==> src/rtl/mmio_pkg.sv <==
// Shared definitions for the MMIO port responder: register indices, CTRL bit
// positions and the timer state encoding.
package mmio_pkg;

  localparam logic [2:0] REG_PORT_OUT  = 3'd0;
  localparam logic [2:0] REG_PORT_IN   = 3'd1;
  localparam logic [2:0] REG_EDGE      = 3'd2;
  localparam logic [2:0] REG_TMR_LOAD  = 3'd3;
  localparam logic [2:0] REG_TMR_COUNT = 3'd4;
  localparam logic [2:0] REG_CTRL      = 3'd5;
  localparam logic [2:0] REG_IRQ_MASK  = 3'd6;

  localparam int EN_BIT   = 0;
  localparam int AUTO_BIT = 1;
  localparam int EXP_BIT  = 2;

  typedef enum logic {
    TMR_IDLE = 1'b0,
    TMR_RUN  = 1'b1
  } tmr_state_e;

endpackage

==> src/rtl/mmio_timer.sv <==
// Down-counting timer with optional auto-reload and a sticky expiry flag.
// The IDLE/RUN state doubles as the CTRL.EN bit seen by software.
module mmio_timer
  import mmio_pkg::*;
#(
  parameter int TIMER_WIDTH = 32
) (
  input  logic                   clk,
  input  logic                   reset,
  input  logic                   ctrl_write,
  input  logic                   ctrl_en,
  input  logic                   auto_reload,
  input  logic [TIMER_WIDTH-1:0] load_value,
  input  logic                   exp_clear,
  output logic [TIMER_WIDTH-1:0] count,
  output logic                   exp,
  output logic                   running
);

  tmr_state_e             state_q, state_d;
  logic [TIMER_WIDTH-1:0] count_d;
  logic                   exp_set;

  // NOTE: every signal written here gets a default first, so no path can
  // leave one unassigned and infer a latch.
  always_comb begin
    state_d = state_q;
    count_d = count;
    exp_set = 1'b0;
    case (state_q)
      TMR_IDLE: begin
        if (ctrl_write && ctrl_en) begin
          state_d = TMR_RUN;
          count_d = load_value;
        end
      end
      TMR_RUN: begin
        // An explicit stop takes priority over an expiry on the same edge.
        if (ctrl_write && !ctrl_en) begin
          state_d = TMR_IDLE;
        end else if (count == '0) begin
          exp_set = 1'b1;
          if (auto_reload) count_d = load_value;
          else             state_d = TMR_IDLE;
        end else begin
          count_d = count - TIMER_WIDTH'(1);
        end
      end
      default: state_d = TMR_IDLE;
    endcase
  end

  // NOTE: state is updated with non-blocking assignments so every flop
  // samples the pre-edge values regardless of statement order.
  always_ff @(posedge clk) begin
    if (reset) begin
      state_q <= TMR_IDLE;
      count   <= '0;
      exp     <= 1'b0;
    end else begin
      state_q <= state_d;
      count   <= count_d;
      exp     <= exp_set | (exp & ~exp_clear);
    end
  end

  assign running = (state_q == TMR_RUN);

endmodule

==> src/rtl/mmio_port_responder.sv <==
// Memory-mapped output port, synchronized input port with sticky edge capture,
// and a timer. Optional interrupt output enabled by MMIO_RESPONDER_IRQ_EN.
module mmio_port_responder
  import mmio_pkg::*;
#(
  parameter logic [31:0] BASE_ADDR   = 32'h1001_0000,
  parameter int          IN_WIDTH    = 8,
  parameter int          TIMER_WIDTH = 32
) (
  input  logic                clk,
  input  logic                reset,
  input  logic                MemWrite,
  input  logic                MemRead,
  input  logic [31:0]         Address,
  input  logic [31:0]         WriteData,
  input  logic [IN_WIDTH-1:0] PortIn,
  output logic [31:0]         ReadData,
  output logic                Hit,
  output logic [31:0]         PortOut
`ifdef MMIO_RESPONDER_IRQ_EN
  ,
  output logic                Irq
`endif
);

  logic [2:0] idx;
  logic       wr_en;
  logic       unused_addr_bits;

  assign Hit              = (Address[31:5] == BASE_ADDR[31:5]);
  assign idx              = Address[4:2];
  assign wr_en            = MemWrite & Hit;
  assign unused_addr_bits = ^Address[1:0];

  logic wr_port_out, wr_edge, wr_load, wr_ctrl;
  assign wr_port_out = wr_en && (idx == REG_PORT_OUT);
  assign wr_edge     = wr_en && (idx == REG_EDGE);
  assign wr_load     = wr_en && (idx == REG_TMR_LOAD);
  assign wr_ctrl     = wr_en && (idx == REG_CTRL);

  logic [IN_WIDTH-1:0]    sync1, sync2, sync3, edge_flags, rise, edge_clear;
  logic [TIMER_WIDTH-1:0] tmr_load, tmr_count;
  logic                   tmr_auto, tmr_exp, tmr_running;

  assign rise       = sync2 & ~sync3;
  assign edge_clear = wr_edge ? WriteData[IN_WIDTH-1:0] : '0;

  always_ff @(posedge clk) begin
    if (reset) begin
      PortOut    <= '0;
      sync1      <= '0;
      sync2      <= '0;
      sync3      <= '0;
      edge_flags <= '0;
      tmr_load   <= '0;
      tmr_auto   <= 1'b0;
    end else begin
      sync1      <= PortIn;
      sync2      <= sync1;
      sync3      <= sync2;
      // A new edge overrides a simultaneous write-1-to-clear of the same bit.
      edge_flags <= (edge_flags & ~edge_clear) | rise;
      if (wr_port_out) PortOut  <= WriteData;
      if (wr_load)     tmr_load <= WriteData[TIMER_WIDTH-1:0];
      if (wr_ctrl)     tmr_auto <= WriteData[AUTO_BIT];
    end
  end

  mmio_timer #(
    .TIMER_WIDTH(TIMER_WIDTH)
  ) u_timer (
    .clk        (clk),
    .reset      (reset),
    .ctrl_write (wr_ctrl),
    .ctrl_en    (WriteData[EN_BIT]),
    .auto_reload(tmr_auto),
    .load_value (tmr_load),
    .exp_clear  (wr_ctrl & WriteData[EXP_BIT]),
    .count      (tmr_count),
    .exp        (tmr_exp),
    .running    (tmr_running)
  );

`ifdef MMIO_RESPONDER_IRQ_EN
  localparam logic [31:0] MASK_BITS =
    32'h8000_0000 | 32'((64'd1 << IN_WIDTH) - 64'd1);

  logic [31:0] irq_mask;
  logic        wr_mask;
  assign wr_mask = wr_en && (idx == REG_IRQ_MASK);

  always_ff @(posedge clk) begin
    if (reset) begin
      irq_mask <= '0;
      Irq      <= 1'b0;
    end else begin
      if (wr_mask) irq_mask <= WriteData & MASK_BITS;
      Irq <= (|(edge_flags & irq_mask[IN_WIDTH-1:0])) | (tmr_exp & irq_mask[31]);
    end
  end
`endif

  // Zero-latency read mux so single-cycle loads complete in the same cycle.
  always_comb begin
    ReadData = '0;
    if (MemRead && Hit) begin
      case (idx)
        REG_PORT_OUT:  ReadData = PortOut;
        REG_PORT_IN:   ReadData = 32'(sync2);
        REG_EDGE:      ReadData = 32'(edge_flags);
        REG_TMR_LOAD:  ReadData = 32'(tmr_load);
        REG_TMR_COUNT: ReadData = 32'(tmr_count);
        REG_CTRL: begin
          ReadData[EN_BIT]   = tmr_running;
          ReadData[AUTO_BIT] = tmr_auto;
          ReadData[EXP_BIT]  = tmr_exp;
        end
        REG_IRQ_MASK: begin
`ifdef MMIO_RESPONDER_IRQ_EN
          ReadData = irq_mask;
`endif
        end
        default: ReadData = '0;
      endcase
    end
  end

endmodule

==> config.mk <==
export PLATFORM = sky130hd
export DESIGN_NAME = mmio_port_responder
export DESIGN_NICKNAME = d
export VERILOG_FILES = /design/src/rtl/mmio_pkg.sv /design/src/rtl/mmio_timer.sv /design/src/rtl/mmio_port_responder.sv
export SDC_FILE = /design/constraint.sdc
export NUM_CORES = 1
export LEC_CHECK = 0
export ABC_AREA = 1
export CORE_ASPECT_RATIO = 0.5
export CORE_MARGIN = 3
export CORE_UTILIZATION = 35
export CTS_CLUSTER_SIZE = 30
export DETAILED_ROUTE_END_ITERATION = 12
export PLACE_DENSITY = 0.62
export SLEW_MARGIN = 5
export SYNTH_ARGS = -nofsm -noshare
export SYNTH_HDL_FRONTEND = slang
export SYNTH_SLANG_ARGS = --single-unit
==> constraint.sdc <==
create_clock -name clk -period 4.1 [get_ports clk]
set_input_delay 0.615 -clock clk [delete_from_list [all_inputs] [get_ports clk]]
set_output_delay 0.615 -clock clk [all_outputs]
set_load 0.01 [all_outputs]
After elaboration in Yosys (flattened, before gate mapping)
Index checks and enable logic that the tools add are counted.
- $add $sub $neg: 1
- multiply operators: 0
- divide/modulo/power cells: 0
- $lt $le $gt $ge: 0
- eq/ne operators: 9
- shifts and indexed selects: 0
- multiplexer cells: 17
- bitwise operators: 11
- reductions and logical operators: 11
- operators by type and width (kind ; count):
    32-bit 2-to-1 mux ; 5
    29-bit case mux with 5 select lines ; 1
    32-bit case mux with 2 select lines ; 1
    32-bit zero test ; 1
    32-bit by 1-bit subtractor with 32-bit output, second input constant ; 1
    27-bit by 24-bit equality test with 1-bit output, second input constant ; 1
    3-bit case mux with 6 select lines ; 1
    8-bit bitwise AND ; 2
    8-bit inverter ; 2
    8-bit 2-to-1 mux ; 1
    8-bit OR ; 1
    1-bit logical AND ; 7
    1-bit 2-to-1 mux ; 7
    3-bit by 2-bit equality test with 1-bit output, second input constant ; 2
    3-bit equality test, second input constant ; 2
    1-bit bitwise AND ; 3
    3-bit by 1-bit equality test with 1-bit output, second input constant ; 1
    3-bit zero test ; 1
    3-bit inequality test, second input constant ; 1
    3-bit AND reduction ; 1
    2-bit by 1-bit inequality test with 1-bit output, second input constant ; 1
    2-bit inequality test, second input constant ; 1
    1-bit inverter ; 2
    1-bit case mux with 2 select lines ; 1
    other kinds (2) ; 2
- bits in registers: 131
- latch bits: 0
- RAM bits: 0
- memory bits (read-only): 0
- output and inout bits: 65
- logic and storage cells: 59
- memories: 0

Logic depth before layout (Yosys ltp)
Gate-level depths: netlist of the first run.
- depth after elaboration: 7
- gate-level depth with buffers: 14
- mapped depth without buffers: 14

Modules after synthesis
From an unflattened synthesis of the first run, not the netlist that was laid out.
- cell total of the unflattened synthesis: 1348
- area, all modules: 7927.6 µm²
- modules (own cells, without submodules) (module ; instances ; cells an instance ; area each (µm²) ; sequential area each (µm²)):
    mmio_port_responder ; 1 ; 884 ; 5315.1 ; 1941.9
    mmio_timer ; 1 ; 464 ; 2612.5 ; 680.7

Least setup slack after synthesis of the first run
Ideal clock, no wire load.
- kind: input to output
- start: input Address[27]
- end: output ReadData[18]
- arrival: 1.873 ns
- required time: 3.485 ns
- setup slack: 1.612 ns
- stages on the path: 9
- path buffers: 2
- cells stage by stage: inv_1 nand2_1 nor2_1 nand3_1 nor2_4 o211ai_1 clkbuf_1 buf_1 a31oi_1
- cells in the longest elaborated chain, start to end: 3
- RTL lines (element ; line ; RTL):
    from (decl) ; mmio_port_responder.sv:14 ; input logic [31:0] Address,
    27-bit by 24-bit equality test with 1-bit output ; mmio_port_responder.sv:30 ; assign Hit = (Address[31:5] == BASE_ADDR[31:5]);
    named net Hit ; mmio_port_responder.sv:18 ; output logic Hit,
    1-bit logical AND ; mmio_port_responder.sv:106 ; if (MemRead && Hit) begin
    32-bit 2-to-1 mux ; mmio_port_responder.sv:106 ;
    to (decl) ; mmio_port_responder.sv:17 ; output logic [31:0] ReadData,
The timed path passes the listed nets, and every way through them passes these cells.

Worst setup path after layout of the first run
- start: input Address[3]
- end: output ReadData[0]
- cells in the longest elaborated chain, start to end: 3
- elaborated cells between the ends (all ways): 8
- RTL lines (element ; line ; RTL):
    3-bit equality test (tied with other cells) ; mmio_port_responder.sv:107 ; case (idx)
    3-bit case mux with 6 select lines (*) ; mmio_port_responder.sv:107 ;
    32-bit 2-to-1 mux (*) ; mmio_port_responder.sv:106 ;
Every way passes the cells marked *; elsewhere a longest branch is shown, timed or not.

==> flow_summary_export.csv, run 1 <==
group,metric,value,unit
worst_setup_path,crit_required,3480,ps
timing,period_needed,3548,ps
worst_setup_path,r2r_slack,1680,ps
synth,ys.warnings.count,0,
detailed_routing,via_per_inst,4.952,
global_route,grt_max_degree,84,
synth,netlist_area,6907,µm²
detailed_routing,ant_nets,0,
worst_setup_path,worstPathArrival,2930,ps
floorplanning,initial_utilization,0.3659,
worst_setup_path,crit_type,"input port to output port",
pwr,p_per_area,331.6,nW/µm²
synth,yosysSeqAreaShare,0.3797,
global_route,grt_pass1_wl,36.27,mm
timing,fin_crit_sh,0.8653,
synth,synth_ff_type,"dfxtp_1",
floorplanning,fp-row-count,35,
worst_hold_path,whs_path_depth,2,
worst_setup_path,critPathLaunchType,"input port",
layout,fillCellCount,1887,
global_route,grt_overflow,0,
worst_setup_path,crit_path_end_kind,"output port",
synth,synthArstFlopShare,0,
clock_network,cts_hold_buf,0,
synth,synth_edf_count,0,
placed_design,io_buffer_count,138,
clock_network,cts_setup_buffers,0,
clock_network,htree_levels,4,
timing,setup_tns,0,ps
detailed_routing,vias,7111,
timing,rsz0062_at_grt,"no",
synth,netlist_instances,1044,
placed_design,preCtsSetupSlack,564.6,ps
clock_network,cts.sinks,131,
clock_network,clk_path_buf_depth,2,
synth,synth_area_per_cell,6.616,µm²
clock_network,cts_made_buffers,17,
detailed_routing,routed_wl,22.18,mm
placed_design,gp_congestion,0.9224,
detailed_routing,drc_errors,0,
worst_hold_path,hold_path_class,"flop to flop",
placed_design,dpl-instance-area,8459,µm²
layout,design_area,9050,µm²
floorplanning,io_pins,141,
worst_setup_path,startpoint,"Address[3]",
timing,setup_viol,0,
timing,slew_headroom,0.2767,
timing,maxSlewViolCount,0,
job,max-cap-violations,0,
worst_setup_path,worstRegToRegCells,9,
worst_setup_path,crit-reg2reg-launch,"u_timer.count[10]",
timing,hold-worst-slack,401.5,ps
clock_network,cts-root-buf,"clkbuf_16",
detailed_routing,drtIter0Drc,530,
detailed_routing,dr.pass1.iters,5,
global_route,grtUsageTotal,0.2102,
pwr,ir_drop,283.2,µV
clock_network,cts_resized,0,
worst_hold_path,hold_path_end,"sync2[4]",
global_route,antenna_found_initial,0,
timing,fin_skew,10.90,ps
layout,syn2layout_area_growth,31.03,%
clock_network,clk_pin_slew,60,ps
status,outcome,"complete, no violations",
synth,synth.distinct_cells,38,
placed_design,dp_hpwl,15.36,mm
clock_network,cts_tree,"yes",
floorplanning,core,18870,µm²
global_route,grt_pass1_vias,6937,
pwr,p_leak,0.003802,µW
layout,diodes,0,
worst_setup_path,cp_max_fo,25,
worst_hold_path,hp-start,"sync1[4]",
synth,synth_nets,1122,
timing,finalHoldViolations,0,
clock_network,worstSkewPairLatency,440,ps
timing,worst_slack,552.4,ps
floorplanning,fp.dieH,105.3,µm
worst_setup_path,r2r-end,"u_timer.count[10]",
timing,fmaxAchievable,0.2819,GHz
layout,drive_above_1_share,0.08411,
timing,worst_pin_slew,1083,ps
layout,nets,1242,
floorplanning,dieWidth,204.7,µm
synth,ys_ff_latch,131,
detailed_routing,wl_per_cell,15.45,µm
floorplanning,dieArea,21560,µm²
worst max-delay path by stage:
stage,cells past startpoint,end,slack [ps]
floorplan,9,ReadData[18],1610
global placement,9,ReadData[1],590
detailed placement,9,ReadData[1],560
CTS,9,ReadData[1],570
global route,9,ReadData[0],420
finish,9,ReadData[0],550
cell families after synthesis:
logic type	synth area share
adders and majority gates	0.003623
DFF	0.3797
and+or+nand+nor	0.3350
xor gates and xnor gates	0.01522
AOI/OAI and AO/OA	0.1663
buffers and inverters	0.1002
layout make-up:
class,instances,area (µm²),area share
timing repair buffer,151,1499,0.1656
tap,259,324.1,0.03581
clock buffer,18,439.2,0.04853
inverter,111,416.7,0.04604
sequential,131,2623,0.2898
clock inverter,14,151.4,0.01673
multi-input combinational,752,3597,0.3975
sequential cells by signal, indices dropped and copies added (netlist names):
name / count
PortOut: 32
tmr_load: 32
u_timer.count: 32
edge_flags: 8
sync1: 8
sync2: 8
sync3: 8
tmr_auto: 1
u_timer.exp: 1
u_timer.running: 1
routing by layer:
metal,track usage,up-vias,wire length [µm]
li1,-,3582,-
met1,0.3013,3251,10940
met2,0.3095,257,9147
met3,0.06017,21,1825
met4,0.05051,0,269
met5,0,-,0
metrics by stage:
stage,cells,total power (µW),util
4_1_cts,1436,3025,0.4795
6_report,1436,3001,0.4795
3_5_place_dp,1404,1477,0.4482
3_3_place_gp,1404,1475,0.4482
2_1_floorplan,1044,1373,-
5_1_grt,1436,3085,0.4795
cells in the final DEF (no fill, tap or decap), types with 3 or more instances in the layout:
| master | netlist | final |
|---|---|---|
| nor2_1 | 260 | 258 |
| nand4_1 | 14 | 14 |
| o22ai_1 | 9 | 9 |
| clkdlybuf4s50_1 | 0 | 137 |
| a21oi_1 | 40 | 40 |
| o21ai_0 | 53 | 53 |
| inv_6 | 0 | 5 |
| xor2_1 | 9 | 9 |
| nand2_1 | 229 | 229 |
| o21ai_1 | 8 | 8 |
| a211oi_2 | 23 | 23 |
| dfxtp_1 | 131 | 131 |
| a31oi_1 | 22 | 22 |
| o211ai_1 | 3 | 3 |
| nor2_4 | 5 | 5 |
| a221oi_1 | 6 | 6 |
| clkinv_2 | 0 | 3 |
| inv_2 | 5 | 6 |
| nor3_2 | 3 | 3 |
| buf_4 | 2 | 11 |
| nand3_1 | 35 | 35 |
| inv_1 | 106 | 105 |
| nor2_2 | 6 | 8 |
| a211oi_1 | 5 | 5 |
| xnor2_1 | 3 | 3 |
| clkbuf_16 | 0 | 17 |
| nand3_2 | 3 | 3 |
worst max-delay path, stage by stage:
cell and delay, ps:
clkdlybuf4s50_1 490, nor2_1 250, nand2_1 90, buf_4 200
inv_1 60, buf_4 290, a21oi_1 160, a41oi_1 190
clkdlybuf4s50_1 570
cell usage after synthesis, drive strengths merged (3+ instances only):
master,count,area [µm²]
a21oi,40,200.2
dfxtp,131,2623
nor2,271,1070
o22ai,9,56.30
nand2,232,883.3
o21ai,62,321.6
a211oi,28,325.3
inv,111,416.7
nor3,5,40.04
buf,23,173.9
nand4,14,87.58
xnor2,3,26.28
a31oi,22,137.6
o211ai,3,22.52
clkbuf,27,101.4
nand3,38,205.2
xor2,9,78.83
a221oi,6,52.55
report_power, final:
part | switching [µW] | leakage, µW | internal, µW
clock network | 634 | 0.000288 | 918
registers | 5.40 | 0.00106 | 1290
logic | 77.9 | 0.00245 | 79.2
Note: power is estimated with default switching activity, not from simulation.
==> inputs of run 2 (changes only) <==
--- a/config.mk
+++ b/config.mk
@@ -7,7 +7,7 @@
 export LEC_CHECK = 0
 export ABC_AREA = 1
 export CORE_ASPECT_RATIO = 0.5
-export CORE_MARGIN = 3
+export CORE_MARGIN = 2
 export CORE_UTILIZATION = 35
 export CTS_CLUSTER_SIZE = 30
 export DETAILED_ROUTE_END_ITERATION = 12
==> run 2 against run 1 <==
Net effect:
- global-route usage rose by 0.56 points
- clock power barely moved
- highest routed layer unchanged
- sequential share of layout area hardly changed
- worst hold slack worse by 2.1 ps
- core utilization down 1.3 points
- first-iteration DRC count is 6.0% lower
- power hardly changed
- maximum frequency down 2.8%
- non-clock buffer count up 1
==> flow_summary_export.csv, run 2 (same netlist as run 1, synthesis figures left out) <==
group,metric,value,unit
status,outcome,"complete, no violations",
worst_hold_path,hp-start,"sync1[7]",
clock_network,cts_tree,"yes",
worst_setup_path,slowest_stage,"clkdlybuf4s50_1",
timing,period_needed,3649,ps
detailed_routing,via_per_inst,4.954,
worst_setup_path,cp_top_family,"buffers and inverters",
floorplanning,initial_utilization,0.3558,
detailed_routing,drc_errors,0,
worst_hold_path,hold_path_class,"flop to flop",
clock_network,cts_resized,0,
placed_design,dp_hpwl,15.36,mm
detailed_routing,dr.pass1.iters,5,
layout,multi_input_area,3597,µm²
timing,maxSlewViolCount,0,
clock_network,cts_setup_buffers,0,
layout,seq_area,2623,µm²
layout,diodes,0,
layout,drive_above_1_share,0.08404,
detailed_routing,wl_per_cell,15.33,µm
detailed_routing,routed_wl,22.14,mm
worst_hold_path,hold_path_end,"sync2[7]",
layout,fillCellCount,1924,
worst_setup_path,crit_path_end_kind,"output port",
worst_setup_path,r2r-end,"u_timer.count[15]",
layout,reg_top3,"PortOut: 32 flops, tmr_load: 32 flops, u_timer.count: 32 flops",
clock_network,worstSkewPairLatency,430,ps
layout,final_util,0.4669,
worst_setup_path,crit_required,3480,ps
timing,worst_pin_slew,948.6,ps
clock_network,clk_pin_slew,70,ps
floorplanning,dieWidth,202.7,µm
worst_setup_path,worstRegToRegCells,10,
global_route,grtUsageTotal,0.2158,
timing,setup_viol,0,
timing,finalHoldViolations,0,
timing,setup_tns,0,ps
placed_design,gp_congestion,0.8968,
floorplanning,fp.dieH,103.3,µm
layout,layout_commonest_cell,"nor2_1",
timing,rsz0062_at_grt,"no",
worst_setup_path,critical_path_buf_inv_count,4,
worst_setup_path,crit-reg2reg-launch,"u_timer.count[10]",
global_route,grt_overflow,0,
detailed_routing,ant_nets,0,
clock_network,cts_hold_buf,0,
worst_setup_path,crit_type,"input port to output port",
worst_setup_path,r2r_slack,1420,ps
detailed_routing,vias,7153,
floorplanning,fp-row-count,36,
worst_setup_path,cp_slowest_stage_delay,560,ps
floorplanning,core,19410,µm²
global_route,grt_pass1_vias,6843,
pwr,ir_drop,297.6,µV
worst_setup_path,cp_max_fo,19,
worst_setup_path,critPathLaunchType,"input port",
pwr,p_leak,0.003794,µW
detailed_routing,drtIter0Drc,498,
layout,layout.cells.most_common_list,"nor2_1 (258), nand2_1 (229), clkdlybuf4s50_1 (137)",
layout,syn2layout_area_growth,31.23,%
clock_network,cts-root-buf,"clkbuf_16",
timing,fmaxAchievable,0.2741,GHz
clock_network,clk_path_buf_depth,2,
floorplanning,io_pins,141,
job,max-cap-violations,0,
worst_setup_path,critical_path_cell_count,8,
pwr,p_per_area,331.2,nW/µm²
worst_hold_path,whs_path_depth,2,
clock_network,cts_made_buffers,17,
placed_design,io_buffer_count,138,
global_route,grt_max_degree,55,
global_route,antenna_found_initial,0,
floorplanning,dieArea,20940,µm²
layout,nets,1243,
clock_network,cts.sinks,131,
timing,fin_crit_sh,0.8900,
worst_setup_path,worstPathArrival,3030,ps
timing,fin_skew,7.819,ps
global_route,grt_pass1_wl,35.50,mm
worst_setup_path,path_cells,"clkdlybuf4s50_1 -> nor2_1 -> nand2_1 -> inv_1 -> buf_12 -> nand2_1 -> a31oi_1 -> clkdlybuf4s50_1",
timing,slew_headroom,0.3652,
clock_network,htree_levels,4,
[run 2: how the worst max path moves through the flow]
stage	slack (ps)	startpoint	endpoint
6_report	450	Address[3]	ReadData[14]
5_1_grt	280	Address[3]	ReadData[14]
4_1_cts	450	Address[3]	ReadData[14]
3_5_place_dp	470	Address[3]	ReadData[14]
3_3_place_gp	530	Address[3]	ReadData[14]
2_1_floorplan	1610	Address[27]	ReadData[18]
[run 2: cell type report]
type                       instances  area share
clock inverter                    15     0.01795
clock buffer                      17     0.04694
tap                              266     0.03672
sequential                       131      0.2893
multi-input combinational        752      0.3969
timing repair buffer             152      0.1662
inverter                         111     0.04597
[run 2: worst register-to-register path, cell delays in order, from the launching register on]
cell and delay [ps]:
dfxtp_1 360, nor2_1 310, nand2_1 170, nor2_4 150
nand3_2 80, nor2_2 180, nand3_2 490, nand2_4 440
buf_12 210, nand2_1 70, a21oi_1 150
[run 2: metal layers]
| layer | routed length (µm) | share of wire | GRT usage |
|---|---|---|---|
| met3 | 1446 | 0.065 | 0.04762 |
| met1 | 11170 | 0.50 | 0.3040 |
| met2 | 9332 | 0.42 | 0.3398 |
| met5 | 0 | 0 | 0 |
| met4 | 188 | 0.0085 | 0.04829 |
[run 2: where the power goes]
group / switching (µW) / internal [µW] / total, µW / leakage (µW)
clock: 688 / 863 / 1550 / 0.000276
combinational: 79.3 / 80.3 / 160 / 0.00246
sequential: 5.85 / 1290 / 1290 / 0.00106
total: 773 / 2230 / 3000 / 0.00379
[run 2: stage by stage]
stage	instance area, µm²	hold WS [ps]	setup WS [ps]	total power (µW)	std cells
finish	9064	399.3	451.1	3002	1444
global route	9064	419.2	282.4	3096	1444
CTS	9064	399.5	452.7	3016	1444
detailed placement	8476	394.2	470.2	1480	1412
global placement	8476	391.2	535.0	1476	1412
floorplan	6907	388.3	1612	1373	1044
==> inputs of run 3 (changes only) <==
--- a/config.mk
+++ b/config.mk
@@ -6,7 +6,8 @@
 export NUM_CORES = 1
 export LEC_CHECK = 0
 export ABC_AREA = 1
-export CORE_ASPECT_RATIO = 0.5
+export CAP_MARGIN = 30
+export CORE_ASPECT_RATIO = 0.6
 export CORE_MARGIN = 2
 export CORE_UTILIZATION = 35
 export CTS_CLUSTER_SIZE = 30
==> run 3 against run 2 <==
Net effect:
- global-route usage grew 1.3 points
- clock skew down 0.55 ps
- routed wire length grew 5.5%
- register-to-register slack improved by 190 ps
- critical path depth is the same
- clock power barely moved
==> flow_summary_export.csv, run 3 (same netlist as run 1, synthesis figures left out) <==
group,metric,value,unit
status,outcome,"complete, no violations",
layout,layout.cells.most_common_list,"nor2_1 (258), nand2_1 (229), clkdlybuf4s50_1 (137)",
global_route,grt_pass1_vias,6833,
timing,setup_tns,0,ps
clock_network,clk_pin_slew,60,ps
detailed_routing,vias,7287,
floorplanning,fp.dieH,112.8,µm
floorplanning,io_pins,141,
worst_setup_path,critical_path_buf_inv_count,4,
layout,reg_top3,"PortOut: 32 flops, tmr_load: 32 flops, u_timer.count: 32 flops",
clock_network,worstSkewPairLatency,430,ps
layout,nets,1242,
clock_network,cts-root-buf,"clkbuf_16",
layout,diodes,0,
worst_setup_path,cp_max_fo,22,
clock_network,cts_setup_buffers,0,
worst_setup_path,path_cells,"clkdlybuf4s50_1 -> nor2_1 -> nand2_1 -> inv_1 -> buf_4 -> nand2_1 -> a31oi_1 -> clkdlybuf4s50_1",
detailed_routing,wl_per_cell,16.18,µm
timing,rsz0062_at_grt,"no",
layout,design_area,9045,µm²
worst_setup_path,worstPathArrival,3030,ps
layout,layout_commonest_cell,"nor2_1",
floorplanning,dieArea,20910,µm²
worst_setup_path,critPathLaunchType,"input port",
worst_hold_path,hold_path_class,"flop to flop",
timing,maxSlewViolCount,0,
global_route,grt_overflow,0,
pwr,p_per_area,332.1,nW/µm²
detailed_routing,routed_wl,23.35,mm
clock_network,cts_made_buffers,17,
timing,period_needed,3647,ps
placed_design,io_buffer_count,138,
layout,fillCellCount,1925,
timing,setup_viol,0,
clock_network,cts_hold_buf,0,
worst_setup_path,crit_type,"input port to output port",
placed_design,gp_congestion,0.9028,
detailed_routing,dr.pass1.iters,5,
floorplanning,fp-row-count,39,
layout,final_util,0.4717,
job,max-cap-violations,0,
worst_setup_path,slowest_stage,"clkdlybuf4s50_1",
clock_network,cts_resized,0,
global_route,grt_pass1_wl,37.29,mm
clock_network,cts.sinks,131,
global_route,grt_max_degree,57,
detailed_routing,ant_nets,0,
floorplanning,core,19180,µm²
placed_design,dp_hpwl,16.11,mm
clock_network,clk_path_buf_depth,2,
timing,fmaxAchievable,0.2742,GHz
placed_design,dpl-instance-area,8446,µm²
timing,worst_pin_slew,900.9,ps
layout,syn2layout_area_growth,30.96,%
worst_setup_path,crit_path_end_kind,"output port",
floorplanning,dieWidth,185.4,µm
clock_network,cts_tree,"yes",
pwr,ir_drop,204.6,µV
timing,hold-worst-slack,399.3,ps
layout,drive_above_1_share,0.08241,
global_route,grtUsageTotal,0.2287,
floorplanning,initial_utilization,0.3601,
detailed_routing,drc_errors,0,
timing,slew_headroom,0.3980,
detailed_routing,drtIter0Drc,711,
global_route,antenna_found_initial,0,
timing,finalHoldViolations,0,
pwr,total_power,3004,µW
worst_setup_path,crit_required,3480,ps
detailed_routing,via_per_inst,5.050,
pwr,p_leak,0.003785,µW
timing,fin_crit_sh,0.8896,
worst_setup_path,cp_top_family,"buffers and inverters",
timing,fin_skew,7.267,ps
clock_network,htree_levels,4,
worst_setup_path,cp_slowest_stage_delay,580,ps
[run 3: changes by cell type in the layout (fill, tap and decap cells not counted)]
cell,delta
bufinv_16,+1
buf_2,-1
inv_8,-3
clkbuf_1,+1
clkinv_8,-1
buf_4,+2
buf_12,-2
inv_6,-1
clkbuf_8,+2
clkinv_4,+1
[run 3: cell type report]
cell class	instances	area, µm²	share of cell area
Sequential cell	131	2623	0.2899
Clock inverter	12	142.6	0.01577
Tap cell	266	332.8	0.03680
Clock buffer	20	456.7	0.05049
Inverter	111	416.7	0.04606
Timing Repair Buffer	151	1476	0.1632
Multi-Input combinational cell	752	3597	0.3977
[run 3: final timing paths]
path,start,slack [ps],endpoint,cells after the start
worst min-delay path,sync1[3],400,sync2[3],2
worst max-delay path,Address[3],450,ReadData[21],8
worst min register to register,sync1[3],400,sync2[3],2
worst max register to register,u_timer.count[0],1610,u_timer.count[14],12
[run 3: metal layers]
metal  share of wire  GRT usage
met5               0          0
met4           0.010    0.05132
met3            0.10    0.05826
met2            0.39     0.3052
met1            0.50     0.3588
[run 3: where the power goes]
part           switching [µW]  total (µW)  internal, µW
sequential               5.82        1290          1290
clock                     617        1560           938
combinational            77.9         157          79.0
total                     701        3000          2300
[run 3: tightest hold or removal path, stage by stage, from the launching register on]
cell and delay [ps]:
dfxtp_1 300, inv_1 40, nor2_1 30
[run 3: metrics by stage]
step / setup WS, ps / std cells
global route: 311.8 / 1443
global placement: 527.2 / 1411
finish: 452.7 / 1443
CTS: 477.4 / 1443
detailed placement: 490.0 / 1411
floorplan: 1612 / 1044
